`src/rtl/spwm_gate_gen_pkg.sv`:
```
`default_nettype none
// +----------------------------------------------------------------------------+
// | Module   : spwm_gate_gen_pkg                                                |
// | Purpose  : Shared constants and types for the three-phase SPWM gate        |
// |            generator: Q1.15 reference constants, carrier direction         |
// |            encoding and the Q1.15 -> offset-binary helper.                 |
// | Ports    : none (package)                                                  |
// | Revision : 1.0  initial release                                            |
// +----------------------------------------------------------------------------+
package spwm_gate_gen_pkg;

  // Q1.15 modulation index extremes and the bias that maps the signed range
  // [-1, +1) onto the unsigned range [0, 65536).
  localparam logic [15:0] Q15_MAX    = 16'h7FFF;
  localparam logic [15:0] Q15_MIN    = 16'h8000;
  localparam int unsigned Q15_OFFSET = 32768;

  // Carrier slope. DIR_UP is the reset direction so the first step from the
  // valley is upward.
  typedef enum logic {
    DIR_DOWN = 1'b0,
    DIR_UP   = 1'b1
  } dir_e;

  // Adding 32768 to a 16-bit two's complement value and reading the result as
  // unsigned is the same as inverting the sign bit.
  function automatic logic [15:0] q15_to_offset(input logic [15:0] q15);
    return q15 ^ Q15_MIN;
  endfunction

endpackage : spwm_gate_gen_pkg
`default_nettype wire

```
`src/rtl/spwm_thr_calc.sv`:
```
`default_nettype none
// +----------------------------------------------------------------------------+
// | Module   : spwm_thr_calc                                                   |
// | Purpose  : Converts one signed Q1.15 modulation index into an unsigned     |
// |            compare threshold for a symmetric carrier of peak PERIOD and    |
// |            holds it as the shadow threshold of that phase.                 |
// |              thr = ((ref + 32768) * PERIOD + 32768) >> 16                  |
// |            with +full scale saturating to PERIOD+1 (gate always on) and    |
// |            -full scale to 0 (gate always off).                             |
// | Ports    : clk     in   system clock                                       |
// |            rst     in   asynchronous active-high reset                     |
// |            clr     in   synchronous clear (same end state as rst)          |
// |            load    in   capture strobe for ref_in                          |
// |            ref_in  in   signed Q1.15 modulation index                      |
// |            thr     out  registered threshold, CNT_W+1 bits                 |
// | Revision : 1.0  initial release                                            |
// +----------------------------------------------------------------------------+
module spwm_thr_calc
  import spwm_gate_gen_pkg::*;
#(
  parameter int CNT_W  = 16,
  parameter int PERIOD = 2500
) (
  input  logic             clk,
  input  logic             rst,
  input  logic             clr,
  input  logic             load,
  input  logic [15:0]      ref_in,
  output logic [CNT_W:0]   thr
);

  localparam int THR_W  = CNT_W + 1;
  // Product of a 16-bit offset value and a CNT_W-bit period, plus one bit of
  // headroom for the rounding constant.
  localparam int PROD_W = 16 + CNT_W + 1;

  localparam logic [THR_W-1:0]  THR_FULL   = THR_W'(PERIOD + 1);
  localparam logic [PROD_W-1:0] PERIOD_EXT = PROD_W'(PERIOD);
  localparam logic [PROD_W-1:0] ROUND_EXT  = PROD_W'(Q15_OFFSET);

  logic [PROD_W-1:0] offset_w;
  logic [PROD_W-1:0] product_w;
  logic [PROD_W-1:0] rounded_w;
  logic [THR_W-1:0]  scaled_w;
  logic [15:0]       unused_lsbs;

  logic [THR_W-1:0]  thr_d;
  logic [THR_W-1:0]  thr_q;

  // Scale the biased reference by the carrier peak and round to nearest.
  // The upper bits after the >>16 fit THR_W exactly because PERIOD < 2^CNT_W.
  assign offset_w    = PROD_W'(q15_to_offset(ref_in));
  assign product_w   = offset_w * PERIOD_EXT;
  assign rounded_w   = product_w + ROUND_EXT;
  assign scaled_w    = rounded_w[PROD_W-1:16];
  assign unused_lsbs = rounded_w[15:0];

  always_comb begin
    thr_d = thr_q;
    if (load) begin
      // The extremes are pinned so that full modulation really holds the gate
      // on (or off) for the whole carrier period instead of leaving a single
      // cycle of the opposite state at the peak.
      if (ref_in == Q15_MAX) begin
        thr_d = THR_FULL;
      end else if (ref_in == Q15_MIN) begin
        thr_d = '0;
      end else begin
        thr_d = scaled_w;
      end
    end
    if (clr) begin
      thr_d = '0;
    end
  end

  always_ff @(posedge clk or posedge rst) begin
    if (rst) begin
      thr_q <= '0;
    end else begin
      thr_q <= thr_d;
    end
  end

  assign thr = thr_q;

endmodule : spwm_thr_calc
`default_nettype wire

```
`src/rtl/spwm_gate_gen.sv`:
```
`default_nettype none
// +----------------------------------------------------------------------------+
// | Module   : spwm_gate_gen                                                   |
// | Purpose  : Three-phase sinusoidal PWM gate generator. A shared symmetric   |
// |            up-down carrier (0..PERIOD..0, period 2*PERIOD clocks) is       |
// |            compared against one threshold per phase to produce the upper   |
// |            switch gates. New references land in per-phase shadow           |
// |            registers and are promoted to the active thresholds only at     |
// |            the carrier valley, so a gate never changes duty mid-period.    |
// |            Valley and peak strobes mark the solver step start.             |
// | Ports    : clk         in   system clock                                   |
// |            rst         in   asynchronous active-high reset                 |
// |            rst_user    in   synchronous clear, same end state as rst       |
// |            en          in   carrier run enable                             |
// |            ref_load    in   one-cycle strobe capturing ref_a/b/c           |
// |            ref_a/b/c   in   per-phase modulation index, signed Q1.15       |
// |            pwm_1/3/5   out  phase a/b/c upper gate                         |
// |            sta_valley  out  one-cycle pulse, carrier was at 0              |
// |            sta_peak    out  one-cycle pulse, carrier was at PERIOD         |
// |            carrier     out  current carrier count                          |
// | Revision : 1.0  initial release                                            |
// +----------------------------------------------------------------------------+
module spwm_gate_gen
  import spwm_gate_gen_pkg::*;
#(
  parameter int CNT_W  = 16,
  parameter int PERIOD = 2500
) (
  input  logic             clk,
  input  logic             rst,
  input  logic             rst_user,
  input  logic             en,
  input  logic             ref_load,
  input  logic [15:0]      ref_a,
  input  logic [15:0]      ref_b,
  input  logic [15:0]      ref_c,
  output logic             pwm_1,
  output logic             pwm_3,
  output logic             pwm_5,
  output logic             sta_valley,
  output logic             sta_peak,
  output logic [CNT_W-1:0] carrier
);

  localparam int               THR_W  = CNT_W + 1;
  localparam int               N_PH   = 3;
  localparam logic [CNT_W-1:0] CNT_PK = CNT_W'(PERIOD);

  // ---------------------------------------------------------------------------
  // Per-phase shadow thresholds
  // ---------------------------------------------------------------------------
  logic [N_PH-1:0][15:0]      ref_w;
  logic [N_PH-1:0][THR_W-1:0] shadow_w;

  assign ref_w = {ref_c, ref_b, ref_a};

  generate
    for (genvar gi = 0; gi < N_PH; gi++) begin : g_phase
      spwm_thr_calc #(
        .CNT_W  (CNT_W),
        .PERIOD (PERIOD)
      ) u_thr_calc (
        .clk    (clk),
        .rst    (rst),
        .clr    (rst_user),
        .load   (ref_load),
        .ref_in (ref_w[gi]),
        .thr    (shadow_w[gi])
      );
    end
  endgenerate

  // ---------------------------------------------------------------------------
  // State
  // ---------------------------------------------------------------------------
  logic [CNT_W-1:0]           cnt_d,        cnt_q;
  dir_e                       dir_d,        dir_q;
  logic                       pending_d,    pending_q;
  logic [N_PH-1:0][THR_W-1:0] active_d,     active_q;
  logic [N_PH-1:0]            pwm_d,        pwm_q;
  logic                       sta_valley_d, sta_valley_q;
  logic                       sta_peak_d,   sta_peak_q;

  logic                       at_valley_w;
  logic                       at_peak_w;
  logic                       apply_w;
  logic [N_PH-1:0][THR_W-1:0] thr_eff_w;

  assign at_valley_w = (cnt_q == '0);
  assign at_peak_w   = (cnt_q == CNT_PK);

  // A pending shadow is promoted only while the carrier is running and sits
  // at the valley; this is the one point in the period where both gate edges
  // of the old duty have already happened.
  assign apply_w = en & at_valley_w & pending_q;

  // ---------------------------------------------------------------------------
  // Carrier counter
  // ---------------------------------------------------------------------------
  always_comb begin
    cnt_d = cnt_q;
    dir_d = dir_q;
    if (en) begin
      if (dir_q == DIR_UP) begin
        if (cnt_q < CNT_PK) begin
          cnt_d = cnt_q + 1'b1;
        end else begin
          // Turn around at the peak without dwelling, so PERIOD is visited once.
          cnt_d = cnt_q - 1'b1;
          dir_d = DIR_DOWN;
        end
      end else begin
        if (cnt_q != '0) begin
          cnt_d = cnt_q - 1'b1;
        end else begin
          cnt_d = cnt_q + 1'b1;
          dir_d = DIR_UP;
        end
      end
    end
    if (rst_user) begin
      cnt_d = '0;
      dir_d = DIR_UP;
    end
  end

  // ---------------------------------------------------------------------------
  // Threshold promotion, compare and strobes
  // ---------------------------------------------------------------------------
  always_comb begin
    // A load in the same cycle as the valley re-arms pending for the next
    // valley while the previously pending shadow is promoted now; the shadow
    // register still holds that older value during this cycle.
    pending_d = ref_load | (pending_q & ~apply_w);

    for (int i = 0; i < N_PH; i++) begin
      // Bypass: the valley compare already sees the freshly promoted value,
      // which keeps the new duty centred on this valley.
      thr_eff_w[i] = apply_w ? shadow_w[i] : active_q[i];
      active_d[i]  = thr_eff_w[i];
      pwm_d[i]     = en & ({1'b0, cnt_q} < thr_eff_w[i]);
    end

    sta_valley_d = en & at_valley_w;
    sta_peak_d   = en & at_peak_w;

    if (rst_user) begin
      pending_d    = 1'b0;
      active_d     = '0;
      pwm_d        = '0;
      sta_valley_d = 1'b0;
      sta_peak_d   = 1'b0;
    end
  end

  always_ff @(posedge clk or posedge rst) begin
    if (rst) begin
      cnt_q        <= '0;
      dir_q        <= DIR_UP;
      pending_q    <= 1'b0;
      active_q     <= '0;
      pwm_q        <= '0;
      sta_valley_q <= 1'b0;
      sta_peak_q   <= 1'b0;
    end else begin
      cnt_q        <= cnt_d;
      dir_q        <= dir_d;
      pending_q    <= pending_d;
      active_q     <= active_d;
      pwm_q        <= pwm_d;
      sta_valley_q <= sta_valley_d;
      sta_peak_q   <= sta_peak_d;
    end
  end

  // ---------------------------------------------------------------------------
  // Outputs
  // ---------------------------------------------------------------------------
  assign pwm_1      = pwm_q[0];
  assign pwm_3      = pwm_q[1];
  assign pwm_5      = pwm_q[2];
  assign sta_valley = sta_valley_q;
  assign sta_peak   = sta_peak_q;
  assign carrier    = cnt_q;

endmodule : spwm_gate_gen
`default_nettype wire

```
`config.mk`:
```
export PLATFORM = sky130hd
export DESIGN_NAME = spwm_gate_gen
export DESIGN_NICKNAME = d
export VERILOG_FILES = /design/src/rtl/spwm_gate_gen_pkg.sv /design/src/rtl/spwm_thr_calc.sv /design/src/rtl/spwm_gate_gen.sv
export SDC_FILE = /design/constraint.sdc
export NUM_CORES = 1
export LEC_CHECK = 0
export CORE_UTILIZATION = 30
export DETAILED_ROUTE_END_ITERATION = 10
export PLACE_DENSITY_LB_ADDON = 0.3
export SYNTH_ARGS = -nofsm -noshare
export SYNTH_HDL_FRONTEND = slang
export SYNTH_HIERARCHICAL = 1
export SYNTH_SLANG_ARGS = --single-unit
```
`constraint.sdc`:
```
create_clock -name clk -period 4 [get_ports clk]
set_input_delay 0.8 -clock clk [delete_from_list [all_inputs] [get_ports clk]]
set_output_delay 0.8 -clock clk [all_outputs]
set_load 0.005 [all_outputs]
```
==> results.toml <==
[grt]
overflow = 0
use_met1_pct = 21.1
grt_pass1_vias = 14987
grt_max_degree = 67
use_met3_pct = 1.34
top_usage_layer = "met2"
antenna_found_initial = 0
grt_pass1_wl_um = 72300
track_usage_pct = 15.6
grt.met2_usage_pct = 27.3

[setup_path]
startpoint_type = "input port"
slowest_stage = "fa_1"
worstPathRequired_ns = 4.33
slowest_delay_ns = 0.57
path_cells = "buf_8 -> clkinvlp_4 -> fa_1 -> inv_2 -> ha_4 -> inv_2 -> fa_1 -> inv_2 -> ha_4 -> inv_2 -> fa_1 -> inv_2 -> ha_4 -> and3_4 -> a222oi_1 -> buf_4 -> buf_4 -> a32oi_4 -> a31oi_4 -> xnor2_4 -> nand4_1 -> buf_6 -> or4_4 -> o211ai_1"
ff2ff_setup_slack_ns = 0.56
cp.arrival_ns = 5.69
cp_common_cell = "inv_2"
crit_fanout = 5
critPathKind = "in -> reg"
end_kind = "register"

[routing]
wl_per_cell_um = 14.7
drc_errors = 0
num_vias = 14420
viasPerCell = 4.90
ant_nets = 0
firstDrtPassIters = 5
wl_um = 43300
drt_iter0_markers = 646

[synthesis]
yosysUniqueCellTypes = 109
synth_ff_type = "dfrtp_1"
yosysWarnings = 6
synth-edff-count = 0
avgSynthCellArea_um2 = 8.88
synth_seq_cells = 113
syn_inst = 1829
synth_area_mm2 = 0.0162
ys_async_sr_fraction_pct = 100
ys_seq_area_share_pct = 17.4

[layout]
n_antenna_cell = 0
area_growth_pct = 40.6
final_layout_size_suffix_gt1_share_pct = 33.8
final_nets = 2694

[sta]
whs_ns = 0.499
fin_tns_setup_ns = -38.01
min_period_over_period_pct = 134
slew_headroom_pct = 49.5
hold_viol = 0
finalSetupViolCount = 39
period_needed_ns = 5.37
fin_skew_ns = 0.00827
rsz0062_at_grt = "yes"
max_freq_mhz = 186
maxSlewViolCount = 0
worstMarginPinSlew_ns = 0.757
final.setup.worst_slack_ns = -1.37

[floorplanning]
core_area_mm2 = 0.0531
initial_utilization_pct = 30.6
fp.dieW_um = 235
dieArea_mm2 = 0.0551
rows = 84
die_h_um = 235
ios = 74

[clocking]
cts_tree = "yes"
cts_made_buffers = 17
cts_max_level = 4
clock_path_buffers = 2
cts-root-buf = "clkbuf_16"
clock_sinks = 113
clk_pin_slew_worst_paths_ns = 0.05
clk_latency_ns = 0.42

[place]
io_buffers = 73
place.gp.congestion = 0.862
place_hpwl_um = 34000

[pwr]
ir_drop_mv = 0.440
p_per_area_mw_per_mm2 = 963
p_leak_uw = 0.0109

[status]
failed_checks = "setup timing"
status = "finished, violations left"

[run]
maxCapViolations = 0

[hold_path]
hp-class = "reg -> reg"
[final cells by class]
| type | instances | area [µm²] |
|---|---|---|
| clock buffer | 20 | 457 |
| sequential | 113 | 2830 |
| timing repair buffer | 452 | 3720 |
| tap | 688 | 861 |
| inverter | 309 | 1210 |
| multi-input combinational | 1349 | 13600 |
| fill | 5059 | 30200 |
| clock inverter | 11 | 209 |
[sequential cells by signal (all words and copies together) (netlist names)]
register,flops
carrier,16
dir_q,1
pending_q,1
active_q,51
sta_peak,1
sta_valley,1
pwm_q,3
g_phase.u_thr_calc/thr,39
[kinds of logic (layout without fill, tap and decap cells)]
group                      Yosys count  in the layout  synth area share, %
adders and majority gates          399            399                 35.4
muxes                               72             72                 4.51
AOI/OAI and AO/OA                  328            328                 13.8
DFF                                113            113                 17.4
other                                3             12               0.0693
and+or+nand+nor                    496            496                 16.5
buffers and inverters              376            792                 9.82
xor gates and xnor gates            42             42                 2.52
[layout by cell type, fill, tap and decap left out, drive strengths merged, types with 11 or more instances in the layout]
cell type | Yosys | final
ha | 297 | 297
conb | 3 | 12
and2 | 11 | 11
nor2b | 13 | 13
clkinvlp | 0 | 11
o21ai | 68 | 68
nand2 | 110 | 110
dfrtp | 112 | 112
nor4 | 18 | 18
nor2 | 124 | 124
xor2 | 14 | 14
o211ai | 21 | 21
nand3 | 43 | 43
and4 | 15 | 15
fa | 102 | 102
nor3 | 33 | 33
buf | 37 | 395
a211oi | 23 | 23
a21oi | 97 | 97
clkdlybuf4s50 | 0 | 38
clkbuf | 30 | 21
and3 | 21 | 21
xnor2 | 28 | 28
dlygate4sd2 | 0 | 14
nand4 | 54 | 54
inv | 307 | 296
a21o | 14 | 14
mux2i | 65 | 65
[cells in the mapped netlist (all sizes together) (21+ instances only)]
cell type | number | share of area (%)
a21oi | 97 | 3.1
nor2 | 124 | 2.9
fa | 102 | 13
o21ai | 68 | 2.1
dfrtp | 112 | 17
nand4 | 54 | 2.2
nand2 | 110 | 2.6
ha | 297 | 23
nand3 | 43 | 1.4
o211ai | 21 | 0.97
buf | 37 | 2.0
inv | 307 | 7.1
clkbuf | 30 | 0.69
mux2i | 65 | 4.0
a211oi | 23 | 1.2
and3 | 21 | 0.85
xnor2 | 28 | 1.6
nor3 | 33 | 1.1
[metal layers]
metal  part of all wire, %  up-vias
li1                      -     7156
met1                    47     7012
met2                    50      215
met3                   2.7       37
met4                   1.1        0
met5                     0        -
[power by group]
group          leakage, µW  switching [µW]  internal (µW)
sequential         0.00154             212           1400
combinational      0.00903            9290           9370
clock             0.000330             539           1190
total               0.0109           10000          12000
[metrics by stage]
step                util (%)  cell area, µm²  setup WS, ns  power, µW  cells
floorplan                  -           16700         -1.55      11500   1838
global placement        38.2           20300         -2.19      16400   2848
detailed placement      38.2           20300         -2.28      16600   2848
CTS                     42.0           22300         -1.23      21100   2926
global route            43.0           22800         -1.51      23800   2942
finish                  43.0           22800         -1.37      22000   2942
[critical path, delay by kind of cell]
family                   cells  cell delay [ns]
AO/OA/AOI/OAI                4             0.83
XOR/XNOR                     1             0.17
adder cells (fa/ha/maj)      6             2.31
buffers and inverters       10             0.84
AND/OR/NAND/NOR              3             0.76
[worst paths after layout]
kind,from,endpoint,cells after the start
setup reg to reg,carrier[0],pwm_q[2],13
setup / recovery,ref_a[5],g_phase[0].u_thr_calc/thr[6],24
hold / removal,g_phase[2].u_thr_calc/thr[10],g_phase[2].u_thr_calc/thr[10],2
max in group asynchronous,rst,dir_q,3
hold reg to reg,g_phase[2].u_thr_calc/thr[10],g_phase[2].u_thr_calc/thr[10],2
min in group asynchronous,rst,pwm_q[0],2
[repair_timing]
| item | in CTS | in global routing |
|---|---|---|
| resized for setup | 316 | 92 |
| buffers inserted | 51 | 23 |
| endpoints found under the setup margin | 39 | 39 |
| hold buffers | 0 | 0 |
| pin swaps | 174 | 108 |
Power figures use the tool's default switching activity.
